--- config.mk ---
export PLATFORM = sky130hd
export DESIGN_NAME = reg_bus_arbiter_flat
export DESIGN_NICKNAME = d
export VERILOG_FILES = /design/src/rtl/reg_bus_arbiter_if.sv /design/src/rtl/reg_bus_arbiter.sv /design/src/flat_wrapper.sv
export SDC_FILE = /design/constraint.sdc
export NUM_CORES = 1
export LEC_CHECK = 0
export ABC_AREA = 0
export CAP_MARGIN = 20
export CORE_MARGIN = 2
export CORE_UTILIZATION = 39
export DETAILED_ROUTE_END_ITERATION = 8
export HOLD_SLACK_MARGIN = 0.06
export PLACE_DENSITY_LB_ADDON = 0.12
export RECOVER_POWER = 25
export SKIP_CTS_REPAIR_TIMING = 1
export SYNTH_ARGS = -nofsm -noshare
export SYNTH_HDL_FRONTEND = slang
export SYNTH_SLANG_ARGS = --single-unit
export TNS_END_PERCENT = 20
--- constraint.sdc ---
create_clock -name clk_25mhz -period 1.9 [get_ports clk_25mhz]
set_input_delay 0.38 -clock clk_25mhz [delete_from_list [all_inputs] [get_ports clk_25mhz]]
set_output_delay 0.38 -clock clk_25mhz [all_outputs]
set_load 0.02 [all_outputs]
--- src/rtl/reg_bus_arbiter_if.sv ---
// Requester and register-target signals of the two-master register bus arbiter.
// master: the arbiter's view; slave: the view of the requesters and the target.
interface reg_bus_arbiter_if;
    logic        m0_req;
    logic        m0_we;
    logic [7:0]  m0_addr;
    logic [31:0] m0_wdata;
    logic        m0_ack;
    logic [31:0] m0_rdata;
    logic        m0_err;

    logic        m1_req;
    logic        m1_we;
    logic [7:0]  m1_addr;
    logic [31:0] m1_wdata;
    logic        m1_ack;
    logic [31:0] m1_rdata;
    logic        m1_err;

    logic [7:0]  reg_addr;
    logic [31:0] reg_wr_data;
    logic        reg_wr_en;
    logic        reg_rd_en;
    logic [31:0] reg_rd_data;
    logic        reg_rd_done;

    modport master (
        input  m0_req, m0_we, m0_addr, m0_wdata,
        output m0_ack, m0_rdata, m0_err,
        input  m1_req, m1_we, m1_addr, m1_wdata,
        output m1_ack, m1_rdata, m1_err,
        output reg_addr, reg_wr_data, reg_wr_en, reg_rd_en,
        input  reg_rd_data, reg_rd_done
    );

    modport slave (
        output m0_req, m0_we, m0_addr, m0_wdata,
        input  m0_ack, m0_rdata, m0_err,
        output m1_req, m1_we, m1_addr, m1_wdata,
        input  m1_ack, m1_rdata, m1_err,
        input  reg_addr, reg_wr_data, reg_wr_en, reg_rd_en,
        output reg_rd_data, reg_rd_done
    );
endinterface

--- src/rtl/reg_bus_arbiter.sv ---
// Round-robin arbiter sharing one register target between two requesters,
// with a bounded wait for read completion and an error response on timeout.
module reg_bus_arbiter #(
    parameter int unsigned TIMEOUT_CYCLES = 255,
    parameter logic [31:0] ERR_DATA       = 32'hDEAD_BEEF
) (
    input  logic              clk_25mhz,
    input  logic              rst_i,
    reg_bus_arbiter_if.master bus,
    output logic              busy,
    output logic              grant_id
);
    typedef enum logic [1:0] {IDLE, ISSUE, WAIT, RESP} state_t;

    localparam logic [7:0] TIMEOUT_VAL = 8'(TIMEOUT_CYCLES);

    state_t      state_reg, state_next;
    logic        grant_reg, grant_next;
    logic        we_reg, we_next;
    logic [7:0]  addr_reg, addr_next;
    logic [31:0] wdata_reg, wdata_next;
    logic [7:0]  cnt_reg, cnt_next;
    logic        win;
    logic        cap_en;
    logic [31:0] cap_data;
    logic        cap_err;

    logic [1:0]        req_vec;
    logic [1:0]        we_vec;
    logic [1:0][7:0]   addr_vec;
    logic [1:0][31:0]  wdata_vec;
    logic [1:0][31:0]  rdata_vec;
    logic [1:0]        err_vec;
    logic [1:0]        ack_vec;

    assign req_vec   = {bus.m1_req, bus.m0_req};
    assign we_vec    = {bus.m1_we, bus.m0_we};
    assign addr_vec  = {bus.m1_addr, bus.m0_addr};
    assign wdata_vec = {bus.m1_wdata, bus.m0_wdata};

    always_comb begin
        state_next = state_reg;
        grant_next = grant_reg;
        we_next    = we_reg;
        addr_next  = addr_reg;
        wdata_next = wdata_reg;
        cnt_next   = cnt_reg;
        win        = grant_reg;
        cap_en     = 1'b0;
        cap_data   = '0;
        cap_err    = 1'b0;
        case (state_reg)
            IDLE: begin
                if (req_vec != 2'b00) begin
                    // On a tie the requester that did not own the last transaction wins.
                    win        = (req_vec == 2'b11) ? ~grant_reg : req_vec[1];
                    grant_next = win;
                    we_next    = we_vec[win];
                    addr_next  = addr_vec[win];
                    wdata_next = wdata_vec[win];
                    state_next = ISSUE;
                end
            end
            ISSUE: begin
                cnt_next = '0;
                if (we_reg) begin
                    cap_en     = 1'b1;
                    state_next = RESP;
                end else if (bus.reg_rd_done) begin
                    cap_en     = 1'b1;
                    cap_data   = bus.reg_rd_data;
                    state_next = RESP;
                end else begin
                    state_next = WAIT;
                end
            end
            WAIT: begin
                // Abort after TIMEOUT_CYCLES WAIT cycles; done in the last one still wins.
                cnt_next = cnt_reg + 8'd1;
                if (bus.reg_rd_done) begin
                    cap_en     = 1'b1;
                    cap_data   = bus.reg_rd_data;
                    state_next = RESP;
                end else if (cnt_next == TIMEOUT_VAL) begin
                    cap_en     = 1'b1;
                    cap_data   = ERR_DATA;
                    cap_err    = 1'b1;
                    state_next = RESP;
                end
            end
            RESP:    state_next = IDLE;
            default: state_next = IDLE;
        endcase
    end

    always_ff @(posedge clk_25mhz or negedge rst_i) begin
        if (!rst_i) begin
            state_reg <= IDLE;
            grant_reg <= 1'b1;
            we_reg    <= 1'b0;
            addr_reg  <= '0;
            wdata_reg <= '0;
            cnt_reg   <= '0;
        end else begin
            state_reg <= state_next;
            grant_reg <= grant_next;
            we_reg    <= we_next;
            addr_reg  <= addr_next;
            wdata_reg <= wdata_next;
            cnt_reg   <= cnt_next;
        end
    end

    // Per-requester response registers, updated only by that requester's completions.
    genvar gi;
    generate
        for (gi = 0; gi < 2; gi++) begin : g_resp
            localparam logic ID = 1'(gi);
            logic [31:0] rdata_reg;
            logic        err_reg;

            always_ff @(posedge clk_25mhz or negedge rst_i) begin
                if (!rst_i) begin
                    rdata_reg <= '0;
                    err_reg   <= 1'b0;
                end else if (cap_en && (grant_reg == ID)) begin
                    rdata_reg <= cap_data;
                    err_reg   <= cap_err;
                end
            end

            assign rdata_vec[gi] = rdata_reg;
            assign err_vec[gi]   = err_reg;
            assign ack_vec[gi]   = (state_reg == RESP) && (grant_reg == ID);
        end
    endgenerate

    assign bus.m0_ack      = ack_vec[0];
    assign bus.m1_ack      = ack_vec[1];
    assign bus.m0_rdata    = rdata_vec[0];
    assign bus.m1_rdata    = rdata_vec[1];
    assign bus.m0_err      = err_vec[0];
    assign bus.m1_err      = err_vec[1];
    assign bus.reg_addr    = addr_reg;
    assign bus.reg_wr_data = wdata_reg;
    assign bus.reg_wr_en   = (state_reg == ISSUE) && we_reg;
    assign bus.reg_rd_en   = (state_reg == ISSUE) && !we_reg;
    assign busy            = (state_reg != IDLE);
    assign grant_id        = grant_reg;
endmodule
--- src/flat_wrapper.sv ---
// flat-port wrapper written by rule: the top's interface ports become plain ports
module reg_bus_arbiter_flat 
#(
    parameter int unsigned TIMEOUT_CYCLES = 255,
    parameter logic [31:0] ERR_DATA       = 32'hDEAD_BEEF
)
  (clk_25mhz, rst_i, busy, grant_id, bus_m0_req, bus_m0_we, bus_m0_addr, bus_m0_wdata, bus_m0_ack, bus_m0_rdata, bus_m0_err, bus_m1_req, bus_m1_we, bus_m1_addr, bus_m1_wdata, bus_m1_ack, bus_m1_rdata, bus_m1_err, bus_reg_addr, bus_reg_wr_data, bus_reg_wr_en, bus_reg_rd_en, bus_reg_rd_data, bus_reg_rd_done);
  reg_bus_arbiter_if bus_i ();
  input  logic clk_25mhz;
  input  logic rst_i;
  output logic busy;
  output logic grant_id;
  input wire logic [$bits(bus_i.m0_req)-1:0] bus_m0_req;
  input wire logic [$bits(bus_i.m0_we)-1:0] bus_m0_we;
  input wire logic [$bits(bus_i.m0_addr)-1:0] bus_m0_addr;
  input wire logic [$bits(bus_i.m0_wdata)-1:0] bus_m0_wdata;
  output wire logic [$bits(bus_i.m0_ack)-1:0] bus_m0_ack;
  output wire logic [$bits(bus_i.m0_rdata)-1:0] bus_m0_rdata;
  output wire logic [$bits(bus_i.m0_err)-1:0] bus_m0_err;
  input wire logic [$bits(bus_i.m1_req)-1:0] bus_m1_req;
  input wire logic [$bits(bus_i.m1_we)-1:0] bus_m1_we;
  input wire logic [$bits(bus_i.m1_addr)-1:0] bus_m1_addr;
  input wire logic [$bits(bus_i.m1_wdata)-1:0] bus_m1_wdata;
  output wire logic [$bits(bus_i.m1_ack)-1:0] bus_m1_ack;
  output wire logic [$bits(bus_i.m1_rdata)-1:0] bus_m1_rdata;
  output wire logic [$bits(bus_i.m1_err)-1:0] bus_m1_err;
  output wire logic [$bits(bus_i.reg_addr)-1:0] bus_reg_addr;
  output wire logic [$bits(bus_i.reg_wr_data)-1:0] bus_reg_wr_data;
  output wire logic [$bits(bus_i.reg_wr_en)-1:0] bus_reg_wr_en;
  output wire logic [$bits(bus_i.reg_rd_en)-1:0] bus_reg_rd_en;
  input wire logic [$bits(bus_i.reg_rd_data)-1:0] bus_reg_rd_data;
  input wire logic [$bits(bus_i.reg_rd_done)-1:0] bus_reg_rd_done;
  assign bus_i.m0_req = bus_m0_req;
  assign bus_i.m0_we = bus_m0_we;
  assign bus_i.m0_addr = bus_m0_addr;
  assign bus_i.m0_wdata = bus_m0_wdata;
  assign bus_m0_ack = bus_i.m0_ack;
  assign bus_m0_rdata = bus_i.m0_rdata;
  assign bus_m0_err = bus_i.m0_err;
  assign bus_i.m1_req = bus_m1_req;
  assign bus_i.m1_we = bus_m1_we;
  assign bus_i.m1_addr = bus_m1_addr;
  assign bus_i.m1_wdata = bus_m1_wdata;
  assign bus_m1_ack = bus_i.m1_ack;
  assign bus_m1_rdata = bus_i.m1_rdata;
  assign bus_m1_err = bus_i.m1_err;
  assign bus_reg_addr = bus_i.reg_addr;
  assign bus_reg_wr_data = bus_i.reg_wr_data;
  assign bus_reg_wr_en = bus_i.reg_wr_en;
  assign bus_reg_rd_en = bus_i.reg_rd_en;
  assign bus_i.reg_rd_data = bus_reg_rd_data;
  assign bus_i.reg_rd_done = bus_reg_rd_done;
  reg_bus_arbiter #(.TIMEOUT_CYCLES(TIMEOUT_CYCLES), .ERR_DATA(ERR_DATA)) u_core (.clk_25mhz(clk_25mhz), .rst_i(rst_i), .bus(bus_i), .busy(busy), .grant_id(grant_id));
endmodule
==> results of run 1 <==
[worst min path at each step]
stage                                              to  cells past startpoint                                   start
2_1_floorplan           u_core.bus.m0_err$_DFFE_PN0P_                      0                                   rst_i
5_1_grt        u_core.bus.reg_wr_data[26]$_DFFE_PN0P_                      2  u_core.bus.reg_wr_data[26]$_DFFE_PN0P_
3_3_place_gp       u_core.bus.m1_rdata[6]$_DFFE_PN0P_                      1                                   rst_i
4_1_cts            u_core.bus.m0_rdata[7]$_DFFE_PN0P_                      1                                   rst_i
3_5_place_dp       u_core.bus.m0_rdata[7]$_DFFE_PN0P_                      1                                   rst_i
6_report        u_core.bus.reg_wr_data[0]$_DFFE_PN0P_                      2   u_core.bus.reg_wr_data[0]$_DFFE_PN0P_
[worst reg2reg max path, delay by kind of cell, from the launching register on]
| family | cells | cell delay [ps] |
|---|---|---|
| simple gates | 3 | 410 |
| fa+ha+maj | 1 | 290 |
| buf+inv | 4 | 510 |
| compound gates | 1 | 270 |
| flops | 1 | 380 |
[cells by family after synthesis]
logic type	after synthesis	synth area share
adders and majority gates	6	0.0139
AOI/OAI and AO/OA	151	0.205
buffers and inverters	51	0.0478
DFF	118	0.545
muxes	46	0.0850
and+or+nand+nor	112	0.103
[layer usage]
metal,global-route usage,up-vias
met4,0.0812,0
met3,0.0772,18
li1,-,2325
met2,0.333,220
met5,0,-
met1,0.260,2360
[power by group]
group | internal [uW] | switching (uW)
Combinational | 3340 | 3540
Sequential | 3460 | 575
Clock | 2360 | 1140
Total | 9160 | 5250
[metrics by stage]
step                hold slack [ps]  TNS (ps)  cells
floorplan                      84.4      -891    484
global placement                396    -39540    899
detailed placement              403    -25730    901
CTS                           -36.6    -23700    933
global route                    498    -11220    939
finish                          476     -2200    939
[cells in the final DEF, fill, tap and decap left out, types with 4 or more instances in the layout]
| cell | synthesis | final |
|---|---|---|
| buf_4 | 4 | 37 |
| dfrtp_1 | 117 | 117 |
| o22ai_1 | 4 | 4 |
| buf_12 | 0 | 7 |
| o21ai_0 | 65 | 52 |
| nand2_1 | 67 | 66 |
| a32oi_1 | 16 | 11 |
| nand2b_1 | 5 | 4 |
| o21ai_1 | 2 | 13 |
| inv_1 | 12 | 9 |
| nand3_1 | 5 | 5 |
| a21oi_1 | 5 | 5 |
| a221o_1 | 46 | 46 |
| clkbuf_16 | 0 | 17 |
| buf_6 | 4 | 4 |
| clkdlybuf4s50_1 | 0 | 223 |
| bufinv_16 | 0 | 5 |
| a32oi_2 | 0 | 5 |
| mux2i_1 | 46 | 46 |
| nor2_1 | 9 | 6 |
[cell type report]
| class | instances | area, sq um | share of cell area |
|---|---|---|---|
| Sequential cell | 118 | 2950 | 0.328 |
| Tap cell | 180 | 225 | 0.0250 |
| Clock buffer | 20 | 447 | 0.0496 |
| Multi-Input combinational cell | 315 | 2330 | 0.259 |
| Clock inverter | 12 | 201 | 0.0224 |
| Inverter | 12 | 45.0 | 0.00501 |
| Timing Repair Buffer | 282 | 2800 | 0.311 |
==> results.tsv, run 1 <==
stage	metric	value	unit
setup_path	crit_type	reg -> reg	
power_and_ir_drop	power	14400	uW
detailed_routing	ant_nets	0	
timing	finalHoldViolCount	0	
global_routing	grt_antenna_before_repair	0	
timing	period_share	1.04	
setup_path	worstPathRequired	2190	ps
setup_path	cpMostUsedCell	buf_4	
setup_path	critPathArrivalTime	2280	ps
detailed_routing	vias_per_cell	5.24	
yosys	synth-seq-cells	118	
floorplan	fp-row-count	43	
timing	fin_ws	-85.1	ps
yosys	async_reset_ff_frac	1.00	
setup_path	worst-path-max-fanout	17	
cts	cts_buffer_depth	2	
setup_path	cp_cell_sequence	inv_2 > ha_4 > nand2b_4 > buf_4 > or2_4 > nor4b_4 > buf_4 > buf_8 > a221o_1	
cells_and_area	antenna_cells	0	
global_routing	grt_pass1_vias	4659	
cells_and_area	num-fill-cells	1135	
timing	finClkSkew	7.57	ps
setup_path	crit_family	buffers and inverters	
yosys	yosysTopAreaCell	dfrtp_1	
cts	cts_buffers	17	
setup_path	crit_path_end_kind	register	
setup_path	startpoint	u_core.state_reg[1]$_DFFE_PN0P_	
setup_path	critPathSlowestCell	dfrtp_1	
place	place.gp.congestion	0.877	
floorplan	core	13700	sq um
yosys	synth.distinct_cells	44	
detailed_routing	drc_errors	0	
yosys	netlist_area	5420	sq um
cells_and_area	drive_gt1_frac	0.158	
cells_and_area	finalNetCount	871	
detailed_routing	wl_met2	7520	um
floorplan	die-area	14800	sq um
detailed_routing	wl_met3	1550	um
cells_and_area	syn2layout_area_growth	66.1	%
cts	cts_tree	yes	
detailed_routing	wirelength_met1	6210	um
setup_path	crit_end	u_core.bus.m0_rdata[16]$_DFFE_PN0P_	
yosys	synth_area_leaders	dfrtp_1 (54%), a221o_1 (8.5%), mux2i_1 (8.5%)	
detailed_routing	dr_total_vias	4923	
power_and_ir_drop	power_density	1600	nW/um^2
setup_path	critPathLaunchType	register	
cells_and_area	fin_util	0.656	
outcome	failed_checks	setup timing	
yosys	synth_top_area_frac	0.541	
flow_run	drv_cap	0	
yosys	synth_nets	609	
place	postPlaceCellArea	8230	sq um
timing	drv_slew	0	
yosys	synth_ff_type	dfrtp_1	
yosys	synth_commonest_cells	dfrtp_1 (117), nand2_1 (67), o21ai_0 (65), a221o_1 (46), mux2i_1 (46)	
floorplan	floorplan.io_pins	231	
cts	path_clk_slew	50	ps
worst_hold_path	hold_path_class	reg -> reg	
timing	layout_min_cycle_time	1990	ps
detailed_routing	drt_iter0_markers	287	
setup_path	reg2reg_depth	9	
setup_path	rrSetupSlack	-90	ps
global_routing	grt_max_degree	57	
yosys	postSynthCellCount	484	
place	numPortBuffers	230	
detailed_routing	top_layer	met4	
yosys	yosysMostFrequentCell	dfrtp_1	
cells_and_area	stdcell_area	9000	sq um
timing	fmax	0.504	GHz
place	dp_hpwl	11600	um
power_and_ir_drop	peakVddDrop	0.000786	V
setup_path	path_buf_inv	4	
floorplan	die_h	122	um
cts	clock_latency	420	ps
timing	finalSetupViolCount	46	
cts	htreeDepth	4	
cts	clock_tree.root_cell	clkbuf_16	
timing	worstMarginPinSlew	965	ps
yosys	avgSynthCellArea	11.2	sq um
cts	clock-sinks	118	
setup_path	r2r-start	u_core.state_reg[1]$_DFFE_PN0P_	
detailed_routing	first_pass_iters	5	
timing	rsz0062_at_grt	true	
timing	max_slew_margin	0.357	
setup_path	max_stage_delay	380	ps
global_routing	gr-total-overflow	0	
outcome	status	complete, but fails checks	
yosys	ys_warn_count	0	
floorplan	start_util	0.395	
global_routing	grt_util_all_layers	0.209	
detailed_routing	wl	15500	um
global_routing	grt_pass1_wl	24000	um
floorplan	die_width	122	um
yosys	ys_seq_area_frac	0.545	
yosys	synth-edff-count	0	
place	dp_slack	-637	ps
detailed_routing	wl_per_cell	16.5	um
power_and_ir_drop	p_leak	0.00391	uW
setup_path	r2r_end	u_core.bus.m0_rdata[16]$_DFFE_PN0P_	
setup_path	cp.depth	9	
Note: power is estimated with default switching activity, not from simulation.
==> run 2, diff against run 1 <==
Settings changed: ABC_AREA 0 to 1, CTS_CLUSTER_DIAMETER from default to 150, RECOVER_POWER 25 to default.
==> run 2 against run 1 <==
The run still ends with setup timing left. Wire length rose by 16%. Final cell count rose by 16%. Sequential share of layout area fell by 0.70 points. Non-clock buffer count fell by 24. Utilization rose by 0.64 points. Hold slack got worse by 3.0 ps.
==> results.tsv, run 2 <==
stage	metric	value	unit
global_routing	grt_pass1_vias	5405	
setup_path	critPathArrivalTime	2350	ps
global_routing	grt_util_all_layers	0.231	
yosys	yosysMostFrequentCell	nand2_1	
yosys	synth_commonest_cells	nand2_1 (230), dfrtp_1 (117), o21ai_0 (77), nor2_1 (46), nand3_1 (36)	
setup_path	crit_path_end_kind	register	
detailed_routing	ant_nets	0	
detailed_routing	drt_iter0_markers	445	
detailed_routing	first_pass_iters	6	
worst_hold_path	hold_path_startpoint	u_core.bus.m1_rdata[21]$_DFFE_PN0P_	
setup_path	reg2reg_depth	13	
power_and_ir_drop	power	16600	uW
yosys	synth_top_area_frac	0.529	
detailed_routing	dr_total_vias	5512	
timing	period_share	1.05	
setup_path	r2r_end	u_core.bus.m1_rdata[27]$_DFFE_PN0P_	
timing	max_slew_margin	0.626	
floorplan	die-area	15200	sq um
setup_path	worst-path-max-fanout	13	
place	postPlaceCellArea	8180	sq um
timing	finClkSkew	8.55	ps
cts	clock_tree.root_cell	clkbuf_16	
detailed_routing	drc_errors	0	
power_and_ir_drop	peakVddDrop	0.000729	V
yosys	avgSynthCellArea	8.39	sq um
cells_and_area	drive_gt1_frac	0.141	
yosys	ys_warn_count	0	
place	dp_hpwl	12100	um
cts	cts_buffer_depth	2	
cells_and_area	antenna_cells	0	
timing	fmax	0.502	GHz
cts	clock-sinks	118	
timing	rsz0062_at_grt	true	
setup_path	critPathLaunchType	register	
cells_and_area	multi_input_area	2550	sq um
timing	layout_min_cycle_time	1990	ps
cells_and_area	syn2layout_area_growth	66.1	%
power_and_ir_drop	power_density	1810	nW/um^2
cts	cts_tree	yes	
yosys	synth_nets	785	
yosys	synth_ff_type	dfrtp_1	
worst_hold_path	hold_path_class	reg -> reg	
timing	fin_ws	-93.5	ps
cells_and_area	stdcell_area	9190	sq um
timing	finalSetupViolCount	40	
global_routing	gr-total-overflow	0	
outcome	failed_checks	setup timing	
cells_and_area	layout.cells.most_common	clkdlybuf4s50_1	
floorplan	die_h	123	um
global_routing	grt_max_degree	54	
floorplan	die_width	123	um
floorplan	core	13900	sq um
cells_and_area	seqCellArea	2950	sq um
yosys	async_reset_ff_frac	1.00	
yosys	ys_seq_area_frac	0.534	
setup_path	crit_type	reg -> reg	
yosys	synth_area_leaders	dfrtp_1 (53%), nand2_1 (16%), o21ai_0 (7.0%)	
detailed_routing	wl_per_cell	16.4	um
detailed_routing	wl	17900	um
global_routing	grt_antenna_before_repair	0	
yosys	synth-edff-count	0	
cells_and_area	most-common-layout-cells	clkdlybuf4s50_1 (223), nand2_1 (214), dfrtp_1 (117), o21ai_0 (77), nor2_1 (45)	
cts	clock_latency	420	ps
floorplan	fp-row-count	43	
floorplan	start_util	0.399	
timing	finalHoldViolCount	0	
yosys	yosysTopAreaCell	dfrtp_1	
detailed_routing	vias_per_cell	5.05	
outcome	status	complete, but fails checks	
yosys	postSynthCellCount	660	
floorplan	floorplan.io_pins	231	
setup_path	rrSetupSlack	-90	ps
place	place.gp.congestion	0.822	
yosys	synth.distinct_cells	29	
setup_path	worstPathRequired	2260	ps
cells_and_area	num-fill-cells	1138	
power_and_ir_drop	p_leak	0.00415	uW
place	numPortBuffers	230	
flow_run	drv_cap	0	
cts	htreeDepth	4	
yosys	netlist_area	5540	sq um
timing	worstMarginPinSlew	561	ps
worst_hold_path	holdPathEnd	u_core.bus.m1_rdata[21]$_DFFE_PN0P_	
cts	path_clk_slew	60	ps
global_routing	grt_pass1_wl	26900	um
yosys	synth-seq-cells	118	
worst_hold_path	whs_path_depth	2	
timing	drv_slew	0	
cells_and_area	finalNetCount	1024	
cts	cts_buffers	17	
setup_path	r2r-start	u_core.cnt_reg[0]$_DFFE_PN0P_	
==> run 2: cell types whose count changed after synthesis, moves of 9 or more <==
cell,previous run,this run
nand2_1,67,230
a221o_1,46,0
mux2i_1,46,0
nor2_1,9,46
nand3_1,5,36
o21ai_1,2,32
a21oi_1,5,22
a32oi_1,16,0
o21ai_0,65,77
inv_1,12,21
==> run 2: where the power goes <==
group / internal (uW) / switching, uW
clock network: 2520 / 1150
registers: 3660 / 737
logic: 3550 / 4970
total: 9730 / 6860
==> run 2: final cells by class <==
type | instances | area share
Timing Repair Buffer | 258 | 0.294
Clock inverter | 13 | 0.0245
Inverter | 22 | 0.00898
Sequential cell | 118 | 0.321
Tap cell | 180 | 0.0245
Clock buffer | 19 | 0.0493
Multi-Input combinational cell | 482 | 0.278
==> run 2: worst max-delay path by stage <==
stage / start / to / cells after the start
floorplan: u_core.state_reg[0]$_DFFE_PN0P_ / u_core.bus.m0_rdata[10]$_DFFE_PN0P_ / 9
global placement: u_core.cnt_reg[0]$_DFFE_PN0P_ / u_core.bus.m1_rdata[19]$_DFFE_PN0P_ / 12
detailed placement: u_core.cnt_reg[0]$_DFFE_PN0P_ / u_core.bus.m1_rdata[18]$_DFFE_PN0P_ / 12
CTS: u_core.state_reg[0]$_DFFE_PN0P_ / busy / 4
global route: u_core.cnt_reg[0]$_DFFE_PN0P_ / u_core.bus.m0_rdata[21]$_DFFE_PN0P_ / 13
finish: u_core.cnt_reg[0]$_DFFE_PN0P_ / u_core.bus.m1_rdata[27]$_DFFE_PN0P_ / 13
==> run 2: cell families after synthesis <==
kind of cell / Yosys count / share of synthesized area
xor gates and xnor gates: 1 / 0.00158
buffers and inverters: 62 / 0.0527
adders and majority gates: 6 / 0.0136
and+or+nand+nor: 332 / 0.266
AOI/OAI and AO/OA: 141 / 0.133
DFF: 118 / 0.534
==> run 2: critical path, stage by stage (launching register included) <==
cell and delay (ps):
dfrtp_1 410, inv_2 80, buf_6 130, nor2_4 120, nand2_1 60, nand2_1 70
nand2_2 80, nor2_4 170, buf_6 130, nand3_4 120, buf_12 190, a21oi_1 210
nand2_1 100, nand2_1 70
==> run 2: per-layer routing <==
layer / vias to the layer above / global-route usage / share of wire
met5: - / 0 / 0
met3: 39 / 0.0853 / 0.093
met1: 2572 / 0.279 / 0.40
met4: 0 / 0.0817 / 0.024
met2: 277 / 0.378 / 0.48
li1: 2624 / - / -
==> run 2: metrics by stage <==
stage | std cells | hold WS, ps | TNS [ps] | util | setup WS [ps]
after floorplan | 660 | 84.4 | 0 | - | 19.3
after global placement | 1052 | 388 | -44.2 | 0.589 | -6.68
after detailed placement | 1052 | 389 | -1970 | 0.589 | -82.4
after CTS | 1084 | -46.8 | -4210 | 0.638 | -396
after global routing | 1092 | 498 | -9730 | 0.662 | -246
final | 1092 | 473 | -2160 | 0.662 | -93.5
==> run 3, diff against run 2 <==
Settings changed: CORE_UTILIZATION 39 to 40.
Clock period 1.9 ns to 2.2 ns, I/O delays scaled along.
==> run 3 against run 2 <==
Largest power group unchanged. Hold slack improved by 6.5 ps. The flow now finishes without violations. Count of clock-buffer cells in the layout is 3 higher. Utilization decreased by 0.36 points.
==> results.tsv, run 3 (same netlist as run 2, synthesis figures left out) <==
stage	metric	value	unit
cts	cts_buffers	17	
cells_and_area	syn2layout_area_growth	59.4	%
worst_hold_path	hold_path_class	reg -> reg	
setup_path	cp_cell_sequence	ha_1 > inv_1 > nand2_1 > nand2_1 > nor2_1 > nand3_2 > nor2_8 > nand2_4 > nand2_8 > nand3_4 > buf_12 > nand2_1 > o21ai_1	
flow_run	drv_cap	0	
detailed_routing	drt_iter0_markers	392	
place	dp_hpwl	12200	um
timing	finClkSkew	6.61	ps
global_routing	grt_util_all_layers	0.238	
place	numPortBuffers	230	
outcome	status	finished, final reports clean	
floorplan	die-area	14800	sq um
cells_and_area	finalNetCount	1024	
timing	period_share	0.964	
setup_path	max_stage_delay	410	ps
timing	worstMarginPinSlew	657	ps
detailed_routing	wl	17800	um
setup_path	path_buf_inv	2	
timing	drv_slew	0	
setup_path	worstPathRequired	2490	ps
floorplan	die_width	122	um
setup_path	crit_path_end_kind	register	
place	place.gp.congestion	0.834	
detailed_routing	ant_nets	0	
timing	finalSetupViolCount	0	
setup_path	worst-path-max-fanout	18	
floorplan	die_h	122	um
detailed_routing	first_pass_iters	8	
setup_path	critPathLaunchType	register	
detailed_routing	vias_per_cell	5.06	
cells_and_area	most-common-layout-cells	nand2_1 (230), clkdlybuf4s50_1 (224), dfrtp_1 (116), o21ai_0 (77), nor2_1 (46)	
global_routing	grt_antenna_before_repair	0	
cts	clock_latency	410	ps
setup_path	crit_family	simple AND/OR/NAND/NOR gates	
global_routing	gr-total-overflow	0	
cts	clock_tree.root_cell	clkbuf_16	
cells_and_area	layout.cells.most_common	nand2_1	
floorplan	floorplan.io_pins	231	
setup_path	crit_type	reg -> reg	
timing	finalSetupTns	0	ps
timing	fmax	0.472	GHz
cells_and_area	fin_util	0.659	
cts	path_clk_slew	50	ps
power_and_ir_drop	peakVddDrop	0.000589	V
detailed_routing	drc_errors	0	
cts	clock-sinks	118	
setup_path	critPathSlowestCell	dfrtp_1	
setup_path	cpMostUsedCell	nand2_1	
power_and_ir_drop	power_density	1560	nW/um^2
power_and_ir_drop	power	13800	uW
global_routing	grt_pass1_vias	5315	
floorplan	fp-row-count	42	
cts	cts_buffer_depth	2	
setup_path	critPathArrivalTime	2410	ps
detailed_routing	wl_per_cell	16.4	um
global_routing	grt_max_degree	51	
power_and_ir_drop	p_leak	0.00405	uW
cells_and_area	antenna_cells	0	
floorplan	start_util	0.413	
floorplan	core	13400	sq um
detailed_routing	dr_total_vias	5504	
global_routing	grt_pass1_wl	27200	um
timing	layout_min_cycle_time	2120	ps
cells_and_area	drive_gt1_frac	0.0976	
cts	htreeDepth	4	
timing	finalHoldViolCount	0	
timing	max_slew_margin	0.561	
timing	whs	479	ps
cts	cts_tree	yes	
run 3: cell types whose count changed in the layout (fill, tap and decap cells not counted), moves of 5 or more:
cell	change
nand2_1	+16
a21oi_1	+12
buf_4	+7
buf_6	-5
nand2_2	-15
a21oi_4	-12
run 3: per-stage QoR:
step           std cells  setup slack, ps  instance area, sq um
2_1_floorplan        660              250                  5540
4_1_cts             1074             -172                  8650
3_3_place_gp        1042              111                  8060
5_1_grt             1088            -73.1                  8830
3_5_place_dp        1042             56.4                  8060
6_report            1088             79.3                  8830
run 3: worst reg2reg max path, cell delays in order (launching register included):
cell and delay [ps]:
dfrtp_1 410, ha_1 250, inv_1 50, nand2_1 80, nand2_1 80, nor2_1 130, nand3_2 130, nor2_8 170
nand2_4 80, nand2_8 100, nand3_4 170, buf_12 220, nand2_1 60, o21ai_1 60
run 3: cell type report:
type | count | area, sq um
Clock buffer | 22 | 464
Fill cell | 1101 | 4570
Clock inverter | 10 | 128
Inverter | 22 | 82.6
Sequential cell | 118 | 2960
Tap cell | 176 | 220
Multi-Input combinational cell | 483 | 2350
Timing Repair Buffer | 257 | 2630
run 3: worst paths after layout:
kind,startpoint,to,slack (ps),cells after the start
hold reg to reg,u_core.bus.m1_rdata[25]$_DFFE_PN0P_,u_core.bus.m1_rdata[25]$_DFFE_PN0P_,480,2
setup / recovery,u_core.cnt_reg[1]$_DFFE_PN0P_,u_core.bus.m0_rdata[20]$_DFFE_PN0P_,80,13
setup reg to reg,u_core.cnt_reg[1]$_DFFE_PN0P_,u_core.bus.m0_rdata[20]$_DFFE_PN0P_,80,13
hold / removal,u_core.bus.m1_rdata[25]$_DFFE_PN0P_,u_core.bus.m1_rdata[25]$_DFFE_PN0P_,480,2
min in group asynchronous,rst_i,u_core.bus.m1_rdata[29]$_DFFE_PN0P_,540,2
max in group asynchronous,rst_i,u_core.bus.m0_rdata[26]$_DFFE_PN0P_,1010,3
run 3: routing by layer:
| layer | vias up | share of wire | track usage |
|---|---|---|---|
| li1 | 2629 | - | - |
| met1 | 2593 | 0.41 | 0.297 |
| met2 | 262 | 0.48 | 0.387 |
| met3 | 20 | 0.091 | 0.0815 |
| met4 | 0 | 0.017 | 0.0790 |
| met5 | - | 0 | 0 |
run 3: power breakdown:
group / internal (uW) / switching (uW)
Combinational: 3100 / 4100
Clock: 1830 / 958
Sequential: 3160 / 632
Total: 8090 / 5690
==> variant (settings of run 3) <==
Re-encode `state_t` (4 states) as Gray code, 2 bits wide.
--- a/src/rtl/reg_bus_arbiter.sv
+++ b/src/rtl/reg_bus_arbiter.sv
@@ -10,7 +10,7 @@
     output logic              busy,
     output logic              grant_id
 );
-    typedef enum logic [1:0] {IDLE, ISSUE, WAIT, RESP} state_t;
+    typedef enum logic [1:0] {IDLE = 2'b00, ISSUE = 2'b01, WAIT = 2'b11, RESP = 2'b10} state_t;
 
     localparam logic [7:0] TIMEOUT_VAL = 8'(TIMEOUT_CYCLES);
 
Behaviour: same outputs for any inputs over 4 cycles, from zero or initial values and one cycle with rst_i low; so few cycles prove little.
==> variant against run 3 <==
- critical path depth decreased by 12
- global-route usage about the same
- combinational power shrank 20%
- largest cell class unchanged
- clock skew rose by 0.0015 ns
- count of clock-buffer cells in the layout up 2
- wire length shrank 3.6%
- final area shrank 0.77%
- highest routed layer unchanged
- area after synthesis grew 0.86%
- sequential cell count stayed put
- largest power group unchanged
- total power down 10%
- first-iteration DRC count increased by 3.3%
- utilization is 2.3 points lower
- setup slack gained 0.070 ns
- critical path type is now flop to output port
==> variant: results (changes against run 3) <==
| Metric | Value |
|---|---|
| CP top delay family | buffers and inverters (was simple AND/OR/NAND/NOR gates) |
| Max-slew headroom | 58.2% (was 56.1%) |
| Post-synthesis compound-gate area fraction | 9.03% (was 13.3%) |
| CP Max Fanout | 5 (was 18) |
| Nets | 1022 (was 1024) |
| Met1 Use GR | 29.4% (was 29.7%) |
| Worst Path Arrival | 1.61 ns (was 2.41 ns) |
| Post-Synth Adder-Cell Area | 0.448% (was 1.36%) |
| First-pass GRT wire length | 27500 um (was 27200 um) |
| Total CTS buffers | 17 (unchanged) |
| Netlist cell types | 29 (unchanged) |
| Iter 0 DRT Violations | 405 (was 392) |
| Share of cells above drive strength 1 | 10.1% (was 9.76%) |
| Diode count | 0 (unchanged) |
| Average cell area after synthesis | 8.24 um^2 (was 8.39 um^2) |
| Met3 Use GR | 8.15% (unchanged) |
| Sequential area share after synthesis | 52.9% (was 53.4%) |
| Clock skew | 0.00809 ns (was 0.00661 ns) |
| Vias per Instance | 5.03 (was 5.06) |
| DP HPWL | 11700 um (was 12200 um) |
| Post-Synth XOR/XNOR Area | 0.157% (was 0.158%) |
| CP max-delay cell | clkdlybuf4s50_1 (was dfrtp_1) |
| Synth top cells by count | 229 x nand2_1, 117 x dfrtp_1, 87 x o21ai_0 (was 230 x nand2_1, 117 x dfrtp_1, 77 x o21ai_0) |
| Vias in the first global route | 5538 (was 5315) |
| Worst Hold Class | primary input to asynchronous set/reset pin (was flop to flop) |
| DRT Pass-1 Iters | 5 (was 8) |
| Clock insertion delay at the later pin of the skew report | 0.41 ns (about the same) |
| Root Driver | clkbuf_16 (unchanged) |
| Flop-to-flop setup slack | 0.20 ns (was 0.08 ns) |
| Ys Warns | 0 (unchanged) |
| VDD IR max | 682 uV (was 589 uV) |
| Top post-synthesis cells by area | dfrtp_1 52%, nand2_1 15%, o21ai_0 7.8% (was dfrtp_1 53%, nand2_1 16%, o21ai_0 7.0%) |
| Ys async rst share | 100% (unchanged) |
| NetSw | 4.87 mW (was 5.69 mW) |
| Mux share of post-synthesis cell area | 0% (unchanged) |
| Clock buffer depth | 2 (unchanged) |
| Prevailing post-synth register cell | dfrtp_1 (unchanged) |
| Area post-placement | 8100 um^2 (was 8060 um^2) |
| WL final | 17200 um (was 17800 um) |
| IO Port Bufs | 230 (unchanged) |
| Clk slew on worst S/H paths | 0.05 ns (about the same) |
| Met2 Usage GRT | 38.4% (was 38.7%) |
| GP Congestion | 0.828 (was 0.834) |
| Pin count of the biggest net entering global routing | 119 (was 51) |
| Slowest stage delay, CP | 0.62 ns (was 0.41 ns) |
| Leak pwr | 4.15 nW (was 4.05 nW) |
| Initial antenna violation count | 0 (unchanged) |
| Status | finished clean (unchanged) |
| Global Route Usage Sum | 23.7% (was 23.8%) |
| Mapped Nets | 799 (was 785) |
| Remaining global-route overflow | 0 (unchanged) |
| Htree depth | 4 (unchanged) |
-- variant: cell count changes in the layout (fill, tap and decap cells not counted), sizes merged, moves of 5 or more --
cell and delta:
nor2 +5, o21ai -20, nand4 +18, nand3 +39
buf -6, a21oi -24
-- variant: area by class of cell --
cell class | instances | area, um^2
inverter | 20 | 78.8
tap | 180 | 225
fill | 1198 | 5010
multi-input combinational | 494 | 2340
clock buffer | 24 | 502
timing repair buffer | 250 | 2510
clock inverter | 8 | 143
sequential | 118 | 2950
-- variant: layer usage --
metal	wire length, um	up-vias
li1	-	2665
met1	6940	2592
met2	8370	226
met3	1540	22
met4	299	0
met5	0	-
-- variant: worst paths after layout --
| kind | start | endpoint | depth (start not counted) |
|---|---|---|---|
| setup / recovery | u_core.grant_id$_DFFE_PN1P_ | grant_id | 1 |
| hold / removal | rst_i | u_core.bus.m0_rdata[4]$_DFFE_PN0P_ | 2 |
| setup reg to reg | u_core.cnt_reg[0]$_DFFE_PN0P_ | u_core.bus.m0_rdata[10]$_DFFE_PN0P_ | 11 |
| hold reg to reg | u_core.bus.m0_rdata[8]$_DFFE_PN0P_ | u_core.bus.m0_rdata[8]$_DFFE_PN0P_ | 2 |
| max in group asynchronous | rst_i | u_core.bus.reg_wr_data[0]$_DFFE_PN0P_ | 2 |
| min in group clk_25mhz | u_core.bus.m0_rdata[8]$_DFFE_PN0P_ | u_core.bus.m0_rdata[8]$_DFFE_PN0P_ | 2 |
-- variant: power by group through the flow --
| stage | clock [mW] | sequential, mW | combinational (mW) |
|---|---|---|---|
| detailed placement | 0 | 3.63 | 5.79 |
| floorplan | 0 | 4.53 | 2.13 |
| finish | 2.99 | 3.62 | 5.75 |
| CTS | 3.04 | 3.62 | 5.81 |
| global placement | 0 | 3.61 | 5.73 |
| global route | 3.14 | 3.72 | 6.24 |
-- variant: kinds of logic (layout without fill, tap and decap cells) --
family,Yosys count,in the layout
and+or+nand+nor,394,394
DFF,118,118
AOI/OAI and AO/OA,97,97
buffers and inverters,66,302
adders and majority gates,2,2
xor gates and xnor gates,1,1
-- variant: through the flow --
stage	cells	setup slack (ns)	hold slack [ns]
2_1_floorplan	678	0.111	0.144
3_3_place_gp	1062	0.132	0.458
3_5_place_dp	1062	0.0855	0.466
4_1_cts	1094	-0.179	0.155
5_1_grt	1094	0.0238	0.185
6_report	1094	0.149	0.128
